===== src/rtl/image_load_if.sv =====
// AXI4-Lite write slave, pixel-buffer port and pixel stream bundle for image_load_ctrl.
// Pure wiring; no latency of its own.
// Backpressure is carried by the valid/ready pairs (AW/W/B and the pixel stream).
interface image_load_if #(parameter int PIX_W = 8);
  logic [31:0]      awaddr;
  logic             awvalid;
  logic             awready;
  logic [31:0]      wdata;
  logic [3:0]       wstrb;
  logic             wvalid;
  logic             wready;
  logic [1:0]       bresp;
  logic             bvalid;
  logic             bready;
  logic             pix_we;
  logic [7:0]       pix_waddr;
  logic [PIX_W-1:0] pix_wdata;
  logic [7:0]       pix_raddr;
  logic [PIX_W-1:0] pix_rdata;
  logic             pix_out_valid;
  logic             pix_out_ready;
  logic [PIX_W-1:0] pix_out_data;
  logic [7:0]       pix_out_idx;
  logic             pix_out_last;
  logic             busy;
  logic             img_done;

  // Side that drives AXI requests, serves the buffer and consumes the stream.
  modport master (
    output awaddr, awvalid, wdata, wstrb, wvalid, bready, pix_rdata, pix_out_ready,
    input  awready, wready, bresp, bvalid, pix_we, pix_waddr, pix_wdata, pix_raddr,
           pix_out_valid, pix_out_data, pix_out_idx, pix_out_last, busy, img_done
  );

  // Controller side.
  modport slave (
    input  awaddr, awvalid, wdata, wstrb, wvalid, bready, pix_rdata, pix_out_ready,
    output awready, wready, bresp, bvalid, pix_we, pix_waddr, pix_wdata, pix_raddr,
           pix_out_valid, pix_out_data, pix_out_idx, pix_out_last, busy, img_done
  );
endinterface


===== src/rtl/image_load_ctrl.sv =====
// Loads an image into an external pixel buffer over AXI4-Lite and streams it out on START.
// Latency: PIX_WE one cycle after accept; stream beats every 2 cycles (fetch + send) minimum.
// Backpressure: AW/W accepted only together and only in W_IDLE; stream holds its beat until pix_out_ready.
module image_load_ctrl #(
  parameter int NPIX  = 256,
  parameter int PIX_W = 8
) (
  input logic       aclk,
  input logic       aresetn,
  image_load_if.slave bus
);

  typedef enum logic {W_IDLE, W_RESP} wstate_t;
  typedef enum logic [1:0] {S_IDLE, S_FETCH, S_SEND} sstate_t;

  localparam logic [1:0] RESP_OKAY   = 2'b00;
  localparam logic [1:0] RESP_SLVERR = 2'b10;
  localparam logic [7:0] LAST_IDX    = 8'(NPIX - 1);

  wstate_t    wstate;
  sstate_t    sstate;
  logic [7:0] idx;
  logic       busy_q;
  logic       out_vld;
  logic       accept;
  logic       is_pix;
  logic       is_ctrl;
  logic       start_req;
  logic       unused_bits;

  // Both channels are taken in the same cycle, and only while idle and out of reset.
  assign accept      = aresetn && (wstate == W_IDLE) && bus.awvalid && bus.wvalid;
  assign bus.awready = accept;
  assign bus.wready  = accept;

  assign is_pix    = (bus.awaddr[11:10] == 2'b00);
  assign is_ctrl   = (bus.awaddr[11:0] == 12'h400);
  // BUSY is sampled at the accept cycle, so a start and a pixel write can never overlap.
  assign start_req = accept && is_ctrl && !busy_q && bus.wstrb[0] && bus.wdata[0];

  assign bus.busy          = busy_q;
  assign bus.pix_raddr     = idx;
  assign bus.pix_out_valid = out_vld;
  // Buffer read data arrives during S_SEND and stays put while idx is held.
  assign bus.pix_out_data  = out_vld ? bus.pix_rdata : '0;

  // Address bits above the 4 KB window, upper data bytes and upper strobes carry no meaning here.
  assign unused_bits = ^{bus.awaddr[31:12], bus.wdata[31:PIX_W], bus.wstrb[3:1]};

  // Write FSM: decode on accept, issue the buffer strobe, hold the response until BREADY.
  always_ff @(posedge aclk) begin
    if (!aresetn) begin
      wstate        <= W_IDLE;
      bus.bvalid    <= 1'b0;
      bus.bresp     <= RESP_OKAY;
      bus.pix_we    <= 1'b0;
      bus.pix_waddr <= '0;
      bus.pix_wdata <= '0;
    end else begin
      bus.pix_we <= 1'b0;
      case (wstate)
        W_IDLE: begin
          if (accept) begin
            wstate     <= W_RESP;
            bus.bvalid <= 1'b1;
            if (is_pix) begin
              if (busy_q) begin
                bus.bresp <= RESP_SLVERR;
              end else begin
                bus.bresp <= RESP_OKAY;
                if (bus.wstrb[0]) begin
                  bus.pix_we    <= 1'b1;
                  bus.pix_waddr <= bus.awaddr[9:2];
                  bus.pix_wdata <= bus.wdata[PIX_W-1:0];
                end
              end
            end else if (is_ctrl) begin
              bus.bresp <= busy_q ? RESP_SLVERR : RESP_OKAY;
            end else begin
              bus.bresp <= RESP_SLVERR;
            end
          end
        end
        W_RESP: begin
          if (bus.bready) begin
            wstate     <= W_IDLE;
            bus.bvalid <= 1'b0;
            bus.bresp  <= RESP_OKAY;
          end
        end
        default: wstate <= W_IDLE;
      endcase
    end
  end

  // Stream FSM: one fetch cycle to cover buffer read latency, then present the beat until taken.
  always_ff @(posedge aclk) begin
    if (!aresetn) begin
      sstate           <= S_IDLE;
      idx              <= '0;
      busy_q           <= 1'b0;
      out_vld          <= 1'b0;
      bus.pix_out_idx  <= '0;
      bus.pix_out_last <= 1'b0;
      bus.img_done     <= 1'b0;
    end else begin
      bus.img_done <= 1'b0;
      case (sstate)
        S_IDLE: begin
          if (start_req) begin
            idx    <= '0;
            busy_q <= 1'b1;
            sstate <= S_FETCH;
          end
        end
        S_FETCH: begin
          out_vld          <= 1'b1;
          bus.pix_out_idx  <= idx;
          bus.pix_out_last <= (idx == LAST_IDX);
          sstate           <= S_SEND;
        end
        S_SEND: begin
          if (bus.pix_out_ready) begin
            out_vld          <= 1'b0;
            bus.pix_out_last <= 1'b0;
            if (idx == LAST_IDX) begin
              // idx stays at the last index; the next START reloads it.
              sstate       <= S_IDLE;
              busy_q       <= 1'b0;
              bus.img_done <= 1'b1;
            end else begin
              idx    <= idx + 8'd1;
              sstate <= S_FETCH;
            end
          end
        end
        default: sstate <= S_IDLE;
      endcase
    end
  end

endmodule


===== src/flat_wrapper.sv =====
// flat-port wrapper written by rule: the top's interface ports become plain ports
module image_load_ctrl_flat 
#(
  parameter int NPIX  = 256,
  parameter int PIX_W = 8
)
  (aclk, aresetn, bus_awaddr, bus_awvalid, bus_wdata, bus_wstrb, bus_wvalid, bus_bready, bus_pix_rdata, bus_pix_out_ready, bus_awready, bus_wready, bus_bresp, bus_bvalid, bus_pix_we, bus_pix_waddr, bus_pix_wdata, bus_pix_raddr, bus_pix_out_valid, bus_pix_out_data, bus_pix_out_idx, bus_pix_out_last, bus_busy, bus_img_done);
  image_load_if #(.PIX_W(PIX_W)) bus_i ();
  input logic aclk;
  input logic aresetn;
  input wire logic [$bits(bus_i.awaddr)-1:0] bus_awaddr;
  input wire logic [$bits(bus_i.awvalid)-1:0] bus_awvalid;
  input wire logic [$bits(bus_i.wdata)-1:0] bus_wdata;
  input wire logic [$bits(bus_i.wstrb)-1:0] bus_wstrb;
  input wire logic [$bits(bus_i.wvalid)-1:0] bus_wvalid;
  input wire logic [$bits(bus_i.bready)-1:0] bus_bready;
  input wire logic [$bits(bus_i.pix_rdata)-1:0] bus_pix_rdata;
  input wire logic [$bits(bus_i.pix_out_ready)-1:0] bus_pix_out_ready;
  output wire logic [$bits(bus_i.awready)-1:0] bus_awready;
  output wire logic [$bits(bus_i.wready)-1:0] bus_wready;
  output wire logic [$bits(bus_i.bresp)-1:0] bus_bresp;
  output wire logic [$bits(bus_i.bvalid)-1:0] bus_bvalid;
  output wire logic [$bits(bus_i.pix_we)-1:0] bus_pix_we;
  output wire logic [$bits(bus_i.pix_waddr)-1:0] bus_pix_waddr;
  output wire logic [$bits(bus_i.pix_wdata)-1:0] bus_pix_wdata;
  output wire logic [$bits(bus_i.pix_raddr)-1:0] bus_pix_raddr;
  output wire logic [$bits(bus_i.pix_out_valid)-1:0] bus_pix_out_valid;
  output wire logic [$bits(bus_i.pix_out_data)-1:0] bus_pix_out_data;
  output wire logic [$bits(bus_i.pix_out_idx)-1:0] bus_pix_out_idx;
  output wire logic [$bits(bus_i.pix_out_last)-1:0] bus_pix_out_last;
  output wire logic [$bits(bus_i.busy)-1:0] bus_busy;
  output wire logic [$bits(bus_i.img_done)-1:0] bus_img_done;
  assign bus_i.awaddr = bus_awaddr;
  assign bus_i.awvalid = bus_awvalid;
  assign bus_i.wdata = bus_wdata;
  assign bus_i.wstrb = bus_wstrb;
  assign bus_i.wvalid = bus_wvalid;
  assign bus_i.bready = bus_bready;
  assign bus_i.pix_rdata = bus_pix_rdata;
  assign bus_i.pix_out_ready = bus_pix_out_ready;
  assign bus_awready = bus_i.awready;
  assign bus_wready = bus_i.wready;
  assign bus_bresp = bus_i.bresp;
  assign bus_bvalid = bus_i.bvalid;
  assign bus_pix_we = bus_i.pix_we;
  assign bus_pix_waddr = bus_i.pix_waddr;
  assign bus_pix_wdata = bus_i.pix_wdata;
  assign bus_pix_raddr = bus_i.pix_raddr;
  assign bus_pix_out_valid = bus_i.pix_out_valid;
  assign bus_pix_out_data = bus_i.pix_out_data;
  assign bus_pix_out_idx = bus_i.pix_out_idx;
  assign bus_pix_out_last = bus_i.pix_out_last;
  assign bus_busy = bus_i.busy;
  assign bus_img_done = bus_i.img_done;
  image_load_ctrl #(.NPIX(NPIX), .PIX_W(PIX_W)) u_core (.aclk(aclk), .aresetn(aresetn), .bus(bus_i));
endmodule

===== config.mk =====
export PLATFORM = sky130hd
export DESIGN_NAME = image_load_ctrl_flat
export DESIGN_NICKNAME = d
export VERILOG_FILES = /design/src/rtl/image_load_if.sv /design/src/rtl/image_load_ctrl.sv /design/src/flat_wrapper.sv
export SDC_FILE = /design/constraint.sdc
export NUM_CORES = 1
export LEC_CHECK = 0
export ABC_AREA = 1
export CORE_MARGIN = 2
export CORE_UTILIZATION = 35
export DETAILED_ROUTE_END_ITERATION = 12
export MAX_ROUTING_LAYER = met4
export PLACE_DENSITY = 0.88
export RECOVER_POWER = 100
export SYNTH_ARGS = -nofsm -noshare
export SYNTH_HDL_FRONTEND = slang
export SYNTH_SLANG_ARGS = --single-unit

===== constraint.sdc =====
create_clock -name aclk -period 1.99 [get_ports aclk]
set_clock_uncertainty 0.05 [all_clocks]
set_input_delay 0.199 -clock aclk [delete_from_list [all_inputs] [get_ports aclk]]
set_output_delay 0.199 -clock aclk [all_outputs]
set_load 0.02 [all_outputs]

# == Word-level counts from Yosys, hierarchy flattened ==
# Index checks and enable logic that the tools add are counted.
# W data, S select, Z words.
# totals
n_memories,0
latchBits,0
word_cells,79
out_inout_bits,50
ramBits,0
mem_bits_ro,0
ff_bits,43
# classes
add_sub_neg,1
magnitude_cmp,0
n_mul,0
n_div,0
n_reduce_logical,20
eq_ne,10
mux,30
shift,0
n_bitwise,5
# op_table
operator,count
$mux W8,4
$pmux W8 S2,1
$mux W2,7
$eq A12 B11 Y1 const B,1
$mux W1,11
$pmux W1 S2,5
$add A8 B1 Y8 const B,1
$eq A8 B8 Y1 const B,1
$reduce_and A4 Y1,2
$logic_and A1 B1 Y1,7
$ne A2 B1 Y1 const B,3
$ne A2 B2 Y1 const B,3
$pmux W2 S3,1
$reduce_and A2 Y1,3
$not A1 Y1,5
$reduce_and A5 Y1,1
$reduce_or A5 Y1,1
$logic_not A2 Y1,2
$pmux W2 S2,1
$reduce_bool A2 Y1,2
$reduce_and A3 Y1,1
$eq A2 B1 Y1 const B,1
$eq A2 B2 Y1 const B,1
$logic_not A1 Y1,1

# == Logic depth before layout (Yosys ltp) ==
# Gate-level depths: netlist (run 1).
# logic_depth
word_depth,10
depth_mapped,12
depth_no_buf,11

# == Worst setup path before layout (run 1) ==
# No wires, ideal clock.
# synth_path
kind,reg2reg
from,register u_core.idx[0] (netlist: u_core.bus.pix_raddr[0])
to,register u_core.idx[5] (netlist: u_core.bus.pix_raddr[5])
setup_slack_ns,0.394
path_buffers,0
arrival_time_ns,1.490
period_less_slack_ns,1.596
required_time_ns,1.884
path_stages_with_launch,12
path_cell_list,dfxtp_1 -> ha_1 -> nand2_1 -> nor2_2 -> nand2_1 -> nor2_2 -> nor2_4 -> nand3_4 -> nand2_1 -> nand2_1 -> nand2_1 -> inv_1
# synth_via
elab_chain_len,4
word_cells_on_any_way,7
cone_classes,add/sub (1); eq/ne (2); mux (3); reduce/logical (1)
# synth_rtl
item,line_no,rtl
start: declaration,image_load_ctrl.sv:22,logic [7:0] idx;
start signal: assignment,image_load_ctrl.sv:132,idx <= idx + 8'd1;
$add A8 B1 Y8,image_load_ctrl.sv:132,
$mux W8,image_load_ctrl.sv:126,if (idx == LAST_IDX) begin
$mux W8,image_load_ctrl.sv:123,if (bus.pix_out_ready) begin
$pmux W8 S2,image_load_ctrl.sv:108,case (sstate)
# Parallel ways exist; a longest one is shown, timed or not. The select of a mux whose other input is x is not followed.
# A chain may end at the register's enable or synchronous reset.

# == Worst setup path after layout (run 1) ==
# layout_path
from,input port aresetn
to,output port bus_wready
# layout_via
elab_chain_len,3
# layout_rtl
item,line_no,rtl
start: declaration,flat_wrapper.sv:10,input logic aresetn;
$logic_and A1 B1 Y1 (3 in series),image_load_ctrl.sv:32,assign accept = aresetn && (wstate == W_IDLE) && bus.awvalid && bus.wvalid;
end: declaration,flat_wrapper.sv:20,output wire logic [$bits(bus_i.wready)-1:0] bus_wready;
# Every way passes these cells.

==> results of run 1 <==
## state kept, by name, indices dropped and copies added (netlist names)
name	cells
u_core.bus.pix_we	1
u_core.bus.bresp	1
u_core.bus.bvalid	1
u_core.bus.pix_out_last	1
u_core.bus.pix_out_idx	8
u_core.bus.pix_out_valid	1
u_core.bus.pix_raddr	8
u_core.bus.pix_waddr	8
u_core.wstate	1
u_core.bus.img_done	1
u_core.sstate	2
u_core.bus.busy	1
u_core.bus.pix_wdata	8
## layer usage
| metal | vias up | global-route usage, % | part of all wire, % |
|---|---|---|---|
| met5 | - | - | 0 |
| met2 | 82 | 27.9 | 48 |
| met1 | 849 | 19.7 | 43 |
| li1 | 1020 | - | - |
| met4 | 0 | 5.18 | 0.97 |
| met3 | 4 | 4.77 | 8.3 |
## worst max path at each step
stage | start | end | cells after the start | slack, ns
floorplan | u_core.bus.pix_raddr[0]$_SDFFE_PN0P_ | u_core.bus.pix_raddr[5]$_SDFFE_PN0P_ | 11 | 0.39
global placement | bus_awaddr[1] | u_core.bus.pix_raddr[5]$_SDFFE_PN0P_ | 10 | 0.08
detailed placement | bus_awaddr[1] | u_core.bus.pix_raddr[6]$_SDFFE_PN0P_ | 10 | 0.06
CTS | aresetn | bus_awready | 6 | 0.09
global route | u_core.bus.pix_out_valid$_SDFFE_PN0P_ | bus_pix_out_data[1] | 3 | 0.03
finish | aresetn | bus_wready | 6 | 0.11
## power groups by stage
stage	clock [mW]	combinational, mW	sequential [mW]
2_1_floorplan	0	0.0550	0.881
3_3_place_gp	0	0.158	0.872
3_5_place_dp	0	0.160	0.873
4_1_cts	0.551	0.161	0.853
5_1_grt	0.585	0.167	0.854
6_report	0.539	0.153	0.852
## cell type report
| class | instances | area [um2] |
|---|---|---|
| clock buffers | 6 | 72.6 |
| clock inverters | 2 | 13.8 |
| fillers | 474 | 2310 |
| inverters | 27 | 101 |
| multi-input cells | 187 | 887 |
| flip-flops and latches | 42 | 841 |
| well taps | 70 | 87.6 |
| repair buffers | 88 | 861 |
## through the flow
| stage | hold slack, ns | setup slack (ns) | area (um2) | power (mW) | utilization [%] |
|---|---|---|---|---|---|
| final | 0.414 | 0.114 | 2860 | 1.54 | 55.4 |
| after global placement | 0.404 | 0.0784 | 2790 | 1.03 | 53.9 |
| after global routing | 0.456 | 0.0298 | 2860 | 1.61 | 55.4 |
| after CTS | 0.423 | 0.0920 | 2870 | 1.56 | 55.6 |
| after floorplan | 0.260 | 0.394 | 1910 | 0.936 | - |
| after detailed placement | 0.412 | 0.0579 | 2790 | 1.03 | 53.9 |
## cells in the final DEF, fill, tap and decap left out, types with 3 or more instances in the layout
master,Yosys,routed
a21oi_1,21,21
buf_4,2,3
clkbuf_1,4,3
clkbuf_8,0,5
clkdlybuf4s50_1,0,38
dfxtp_1,42,42
dlygate4sd3_1,0,45
inv_1,24,26
nand2_1,53,53
nand3_1,5,5
nand4_1,8,8
nor2_1,56,56
nor2_4,3,3
o21ai_0,28,28
## worst min-delay path: stages (launching register included)
cell and delay [ns]:
dfxtp_1 0.31, nand2_1 0.06, a21oi_1 0.05
## kinds of logic after synthesis
group / Yosys count
other: 1
adder cells (fa/ha/maj): 1
AO/OA/AOI/OAI: 49
flip-flops: 42
buffers and inverters: 39
AND/OR/NAND/NOR: 136
==> results.py, run 1 <==
metrics = {
    "placement": {
        "place_inst": 414,
        "hpwl_um": 3780,
        "gp_congestion": 0.824,
        "place.port_buffers": 83,
    },
    "logic_synthesis": {
        "synth_fp_nets": 351,
        "synth_cell_type_count": 26,
        "synth_ff_type": "dfxtp_1",
        "yosysSeqAreaShare_pct": 44.0,
        "synth_compound_area_share_pct": 12.8,
        "synth_edf_count": 0,
        "yosys.area.top_type_share_pct": 44.0,
        "yosys.area_share.xor_xnor_pct": 0,
        "muxShareOfSynthArea_pct": 0,
        "synthAdderAreaFrac_pct": 0.655,
        "ys_top_cells_by_count": "nor2_1 (56), nand2_1 (53), dfxtp_1 (42)",
        "yosysMostFrequentCell": "nor2_1",
        "syn_avg_cell_area_um2": 7.13,
        "yosys.area.top_type": "dfxtp_1",
        "syn_inst": 268,
        "synth_top_family_by_area": "simple AND/OR/NAND/NOR gates",
        "yosys.area_share.simple_pct": 32.7,
        "ys_ff_latch": 42,
        "synthTopCellsByArea": "dfxtp_1 (44%), nor2_1 (11%), nand2_1 (10%)",
        "netlist_area_um2": 1910,
        "ys_warn_count": 0,
        "synthArstFlopShare_pct": 0,
    },
    "worst_setup_path": {
        "crit-reg2reg-launch": "u_core.bus.pix_raddr[0]$_SDFFE_PN0P_",
        "cp_max_fo": 5,
        "max_stage_delay_ns": 0.60,
        "worstSetupPathType": "input port to primary output",
        "crit_slowest_cell": "clkdlybuf4s50_1",
        "arrival_ns": 1.63,
        "r2r-end": "u_core.bus.pix_raddr[5]$_SDFFE_PN0P_",
        "rrSetupSlack_ns": 0.21,
        "start_kind": "input port",
        "path_delay_family": "buffers and inverters",
        "end_kind": "primary output",
        "ff2ff_path_depth": 11,
        "required_ns": 1.74,
        "worstPathCellList": "clkdlybuf4s50_1 > inv_1 > nor2_4 > nand2_4 > inv_2 > clkdlybuf4s50_1",
        "path_buf_inv": 4,
        "cp_common_cell": "clkdlybuf4s50_1",
    },
    "worst_hold_path": {
        "hold-path-endpoint": "u_core.bus.pix_out_last$_SDFFE_PN0P_",
        "holdPathStages": 2,
        "min_from": "u_core.bus.pix_out_last$_SDFFE_PN0P_",
        "hold_class": "flip-flop to flip-flop",
    },
    "timing": {
        "relSlewSlack_pct": 40.4,
        "fin_crit_ns": 1.88,
        "finalSetupTns_ns": 0,
        "drv_slew": 0,
        "rsz0062_at_grt": "false",
        "setup_viol": 0,
        "clock.fmax_ghz": 0.533,
        "worst_slew_pin_slew_ns": 0.895,
        "post-route-period-util_pct": 94.3,
        "hold_violations": 0,
    },
    "power_and_ir_drop": {
        "p_seq_share_pct": 55.2,
        "comb_power_share_pct": 9.9,
        "switching_power_mw": 0.360,
        "switching_share_pct": 23.3,
        "leakage_nw": 1.25,
        "pwr-share-clk_pct": 34.9,
        "ir_drop_mv": 0.272,
        "intPower_mw": 1.18,
        "power.density_nw_per_um2": 539,
    },
    "final_layout": {
        "nets": 434,
        "drive_gt1_share_pct": 6.25,
        "syn_to_final_growth_pct": 49.9,
        "instances_no_fill": 422,
        "antenna_cells": 0,
    },
    "drt": {
        "vias": 1955,
        "initialDrtViolationCount": 66,
        "drc": 0,
        "ant_nets": 0,
        "routed_wl_um": 4940,
        "drt_first_pass_iters": 4,
        "wl_per_cell_um": 11.7,
        "viasPerCell": 4.63,
    },
    "cts": {
        "hold_buffers": 0,
        "cts.htree.levels": 2,
        "cts_tree": "yes",
        "cts_buffer_depth": 2,
        "clk_pin_slew_ns": 0.08,
        "postCtsSetupRepairBufs": 0,
        "clk_latency_ns": 0.29,
        "cts_buffers": 5,
        "root_buffer": "clkbuf_8",
        "cts_resized": 0,
        "clkSinkCount": 42,
    },
    "floorplanning": {
        "initial_core_util_pct": 36.9,
        "ios": 132,
        "rows": 26,
        "die_w_um": 77.9,
        "dieArea_um2": 6070,
        "core_area_um2": 5170,
        "die_h_um": 77.9,
    },
    "grt": {
        "antenna_found_initial": 0,
        "grt_max_degree": 27,
        "overflow": 0,
        "grt_pass1_vias": 1731,
        "grt_first_pass_wirelength_um": 7860,
        "grt_usage_pct": 16.8,
    },
    "job": {
        "drv.max_cap_violation_count": 0,
    },
    "status": {
        "status": "finished clean",
    },
}
Note: power is estimated with default switching activity, not from simulation.
==> run 2, diff against run 1 <==
--- a/config.mk
+++ b/config.mk
@@ -5,12 +5,12 @@
 export SDC_FILE = /design/constraint.sdc
 export NUM_CORES = 1
 export LEC_CHECK = 0
-export ABC_AREA = 1
+export ABC_AREA = 0
 export CORE_MARGIN = 2
 export CORE_UTILIZATION = 35
 export DETAILED_ROUTE_END_ITERATION = 12
 export MAX_ROUTING_LAYER = met4
-export PLACE_DENSITY = 0.88
+export PLACE_DENSITY = 0.89
 export RECOVER_POWER = 100
 export SYNTH_ARGS = -nofsm -noshare
 export SYNTH_HDL_FRONTEND = slang
==> run 2 against run 1 <==
  * Global-route usage increased by 1.7 points
  * Count of clock-buffer cells in the layout decreased by 1
  * Sequential share of layout area decreased by 0.90 points
  * Non-clock buffer count increased by 13
  * Clock power increased by 52%
  * Critical path depth unchanged
  * Sequential power about the same
  * Flip-flop and latch count unchanged
  * Via count decreased by 4.6%
  * Combinational power decreased by 7%
  * Largest cell class is now buffers
  * Largest power group unchanged
  * Highest routed layer unchanged
==> results.py, run 2 <==
metrics = {
    "worst_setup_path": {
        "worstSetupPathType": "flip-flop to flip-flop",
        "crit_slowest_cell": "dfxtp_1",
        "end_kind": "flip-flop",
        "cp.depth": 6,
        "cp-startpoint": "u_core.bus.pix_raddr[0]$_SDFFE_PN0P_",
        "required_ns": 2.16,
        "arrival_ns": 2.07,
        "cp_max_fo": 7,
        "start_kind": "flip-flop",
        "rrSetupSlack_ns": 0.09,
        "crit_path_end": "u_core.bus.pix_raddr[2]$_SDFFE_PN0P_",
        "r2r-end": "u_core.bus.pix_raddr[2]$_SDFFE_PN0P_",
        "path_buf_inv": 1,
        "crit-reg2reg-launch": "u_core.bus.pix_raddr[0]$_SDFFE_PN0P_",
        "max_stage_delay_ns": 0.35,
        "path_delay_family": "compound AO/OA/AOI/OAI gates",
        "ff2ff_path_depth": 6,
        "worstPathCellList": "ha_1 > and3_1 > a31o_1 > clkbuf_1 > o31ai_1 > a311oi_1",
    },
    "timing": {
        "finalSetupTns_ns": 0,
        "fin_crit_ns": 1.90,
        "rsz0062_at_grt": "false",
        "setup_slack_ns": 0.0905,
        "hold_violations": 0,
        "whs_ns": 0.401,
        "worst_slew_pin_slew_ns": 0.694,
        "setup_viol": 0,
        "post-route-period-util_pct": 95.5,
        "clock.fmax_ghz": 0.526,
        "relSlewSlack_pct": 53.7,
        "drv_slew": 0,
    },
    "grt": {
        "grt_pass1_vias": 1827,
        "grt_usage_pct": 18.5,
        "overflow": 0,
        "antenna_found_initial": 0,
        "grt_max_degree": 17,
        "grt_first_pass_wirelength_um": 8460,
    },
    "cts": {
        "cts_resized": 0,
        "root_buffer": "clkbuf_8",
        "cts_buffers": 5,
        "clk_latency_ns": 0.31,
        "clk_pin_slew_ns": 0.08,
        "cts_tree": "yes",
        "postCtsSetupRepairBufs": 0,
        "hold_buffers": 0,
        "clkSinkCount": 42,
        "cts.htree.levels": 2,
        "cts_buffer_depth": 2,
    },
    "final_layout": {
        "mostFrequentLayoutCell": "dlygate4sd3_1",
        "drive_gt1_share_pct": 10.2,
        "instances_no_fill": 373,
        "mostFrequentLayoutCells": "dlygate4sd3_1 (48), dfxtp_1 (42), clkdlybuf4s50_1 (35)",
        "final_core_util_pct": 57.5,
        "syn_to_final_growth_pct": 58.2,
        "fin_area_um2": 2950,
        "nets": 385,
        "antenna_cells": 0,
    },
    "drt": {
        "vias": 1866,
        "ant_nets": 0,
        "viasPerCell": 5.00,
        "drt_first_pass_iters": 4,
        "initialDrtViolationCount": 94,
        "drc": 0,
        "routed_wl_um": 5130,
        "wl_per_cell_um": 13.7,
    },
    "floorplanning": {
        "die_h_um": 77.0,
        "core_area_um2": 5140,
        "initial_core_util_pct": 36.3,
        "rows": 26,
        "ios": 132,
        "dieArea_um2": 5930,
        "die_w_um": 77.0,
    },
    "placement": {
        "gp_congestion": 0.828,
        "place_area_um2": 2830,
        "place.port_buffers": 83,
        "place_inst": 365,
        "place_ws_ns": -0.0104,
        "hpwl_um": 3900,
    },
    "logic_synthesis": {
        "synthTopCellsByArea": "dfxtp_1 (45%), mux2i_1 (9.1%), nand2_1 (4.6%)",
        "syn_avg_cell_area_um2": 9.02,
        "yosys.area.top_type": "dfxtp_1",
        "synthArstFlopShare_pct": 0,
        "ys_ff_latch": 42,
        "yosys.area.top_type_share_pct": 45.0,
        "ys_warn_count": 0,
        "yosysSeqAreaShare_pct": 45.0,
        "synth_cell_type_count": 45,
        "syn_inst": 207,
        "ys_top_cells_by_count": "dfxtp_1 (42), nand2_1 (23), nor2_1 (19)",
        "netlist_area_um2": 1870,
        "synth_fp_nets": 290,
        "yosysMostFrequentCell": "dfxtp_1",
        "synth_edf_count": 0,
        "synth_ff_type": "dfxtp_1",
    },
    "status": {
        "status": "finished clean",
    },
    "power_and_ir_drop": {
        "leakage_nw": 1.36,
        "switching_share_pct": 20.8,
        "comb_power_share_pct": 7.9,
        "power.density_nw_per_um2": 613,
        "p_total_mw": 1.81,
        "ir_drop_mv": 0.456,
        "intPower_mw": 1.43,
        "pwr-share-clk_pct": 45.2,
        "switching_power_mw": 0.377,
        "p_seq_share_pct": 46.9,
    },
    "job": {
        "drv.max_cap_violation_count": 0,
    },
    "worst_hold_path": {
        "hold_class": "flip-flop to flip-flop",
    },
}
[run 2: cell types whose count changed after synthesis, sizes merged, moves of 7 or more]
cell,delta
and2,+8
nand2,-32
o21ai,-24
nor2,-42
mux2i,+17
nand3,+7
a21oi,-7
inv,-21
[run 2: worst min-delay path by stage]
stage                                                 from                                     end  slack (ns)  depth (start not counted)
floorplan                                       bus_bready                u_core.wstate$_SDFF_PN0_        0.26                          1
detailed placement  u_core.bus.pix_out_idx[4]$_SDFFE_PN0P_  u_core.bus.pix_out_idx[4]$_SDFFE_PN0P_        0.39                          2
CTS                 u_core.bus.pix_out_idx[4]$_SDFFE_PN0P_  u_core.bus.pix_out_idx[4]$_SDFFE_PN0P_        0.41                          2
global placement    u_core.bus.pix_out_idx[6]$_SDFFE_PN0P_  u_core.bus.pix_out_idx[6]$_SDFFE_PN0P_        0.39                          2
finish              u_core.bus.pix_out_idx[2]$_SDFFE_PN0P_  u_core.bus.pix_out_idx[2]$_SDFFE_PN0P_        0.40                          2
global route        u_core.bus.pix_out_idx[1]$_SDFFE_PN0P_  u_core.bus.pix_out_idx[1]$_SDFFE_PN0P_        0.43                          2
[run 2: per-layer routing]
layer	track usage, %	vias up	share of wire [%]
met2	31.8	77	51
met1	20.4	860	40
met4	8.04	0	1.8
met5	-	-	0
li1	-	921	-
met3	4.47	8	7.2
[run 2: worst register-to-register path: stages, from the launching register on]
cell	delay, ns
dfxtp_1	0.35
ha_1	0.19
and3_1	0.31
a31o_1	0.33
clkbuf_1	0.20
o31ai_1	0.11
a311oi_1	0.26
[run 2: final cells by class]
cell class	count	area [um2]
Clock inverter	3	68.8
Sequential cell	42	841
Fill cell	474	2190
Timing Repair Buffer	101	953
Clock buffer	5	68.8
Tap cell	70	87.6
Inverter	6	22.5
Multi-Input combinational cell	146	912
[run 2: kinds of logic after synthesis]
| logic type | Yosys count | share of synthesized area (%) |
|---|---|---|
| other | 1 | 0.201 |
| AO/OA/AOI/OAI | 37 | 13.4 |
| flip-flops | 42 | 45.0 |
| multiplexers | 17 | 9.12 |
| adder cells (fa/ha/maj) | 1 | 0.670 |
| AND/OR/NAND/NOR | 90 | 25.7 |
| buffers and inverters | 19 | 5.83 |
[run 2: power by group through the flow]
stage,registers [mW],logic (mW),clock network (mW)
final,0.849,0.143,0.819
after global routing,0.850,0.156,0.859
after CTS,0.849,0.146,0.833
after detailed placement,0.869,0.145,0
after global placement,0.869,0.143,0
after floorplan,0.874,0.0430,0
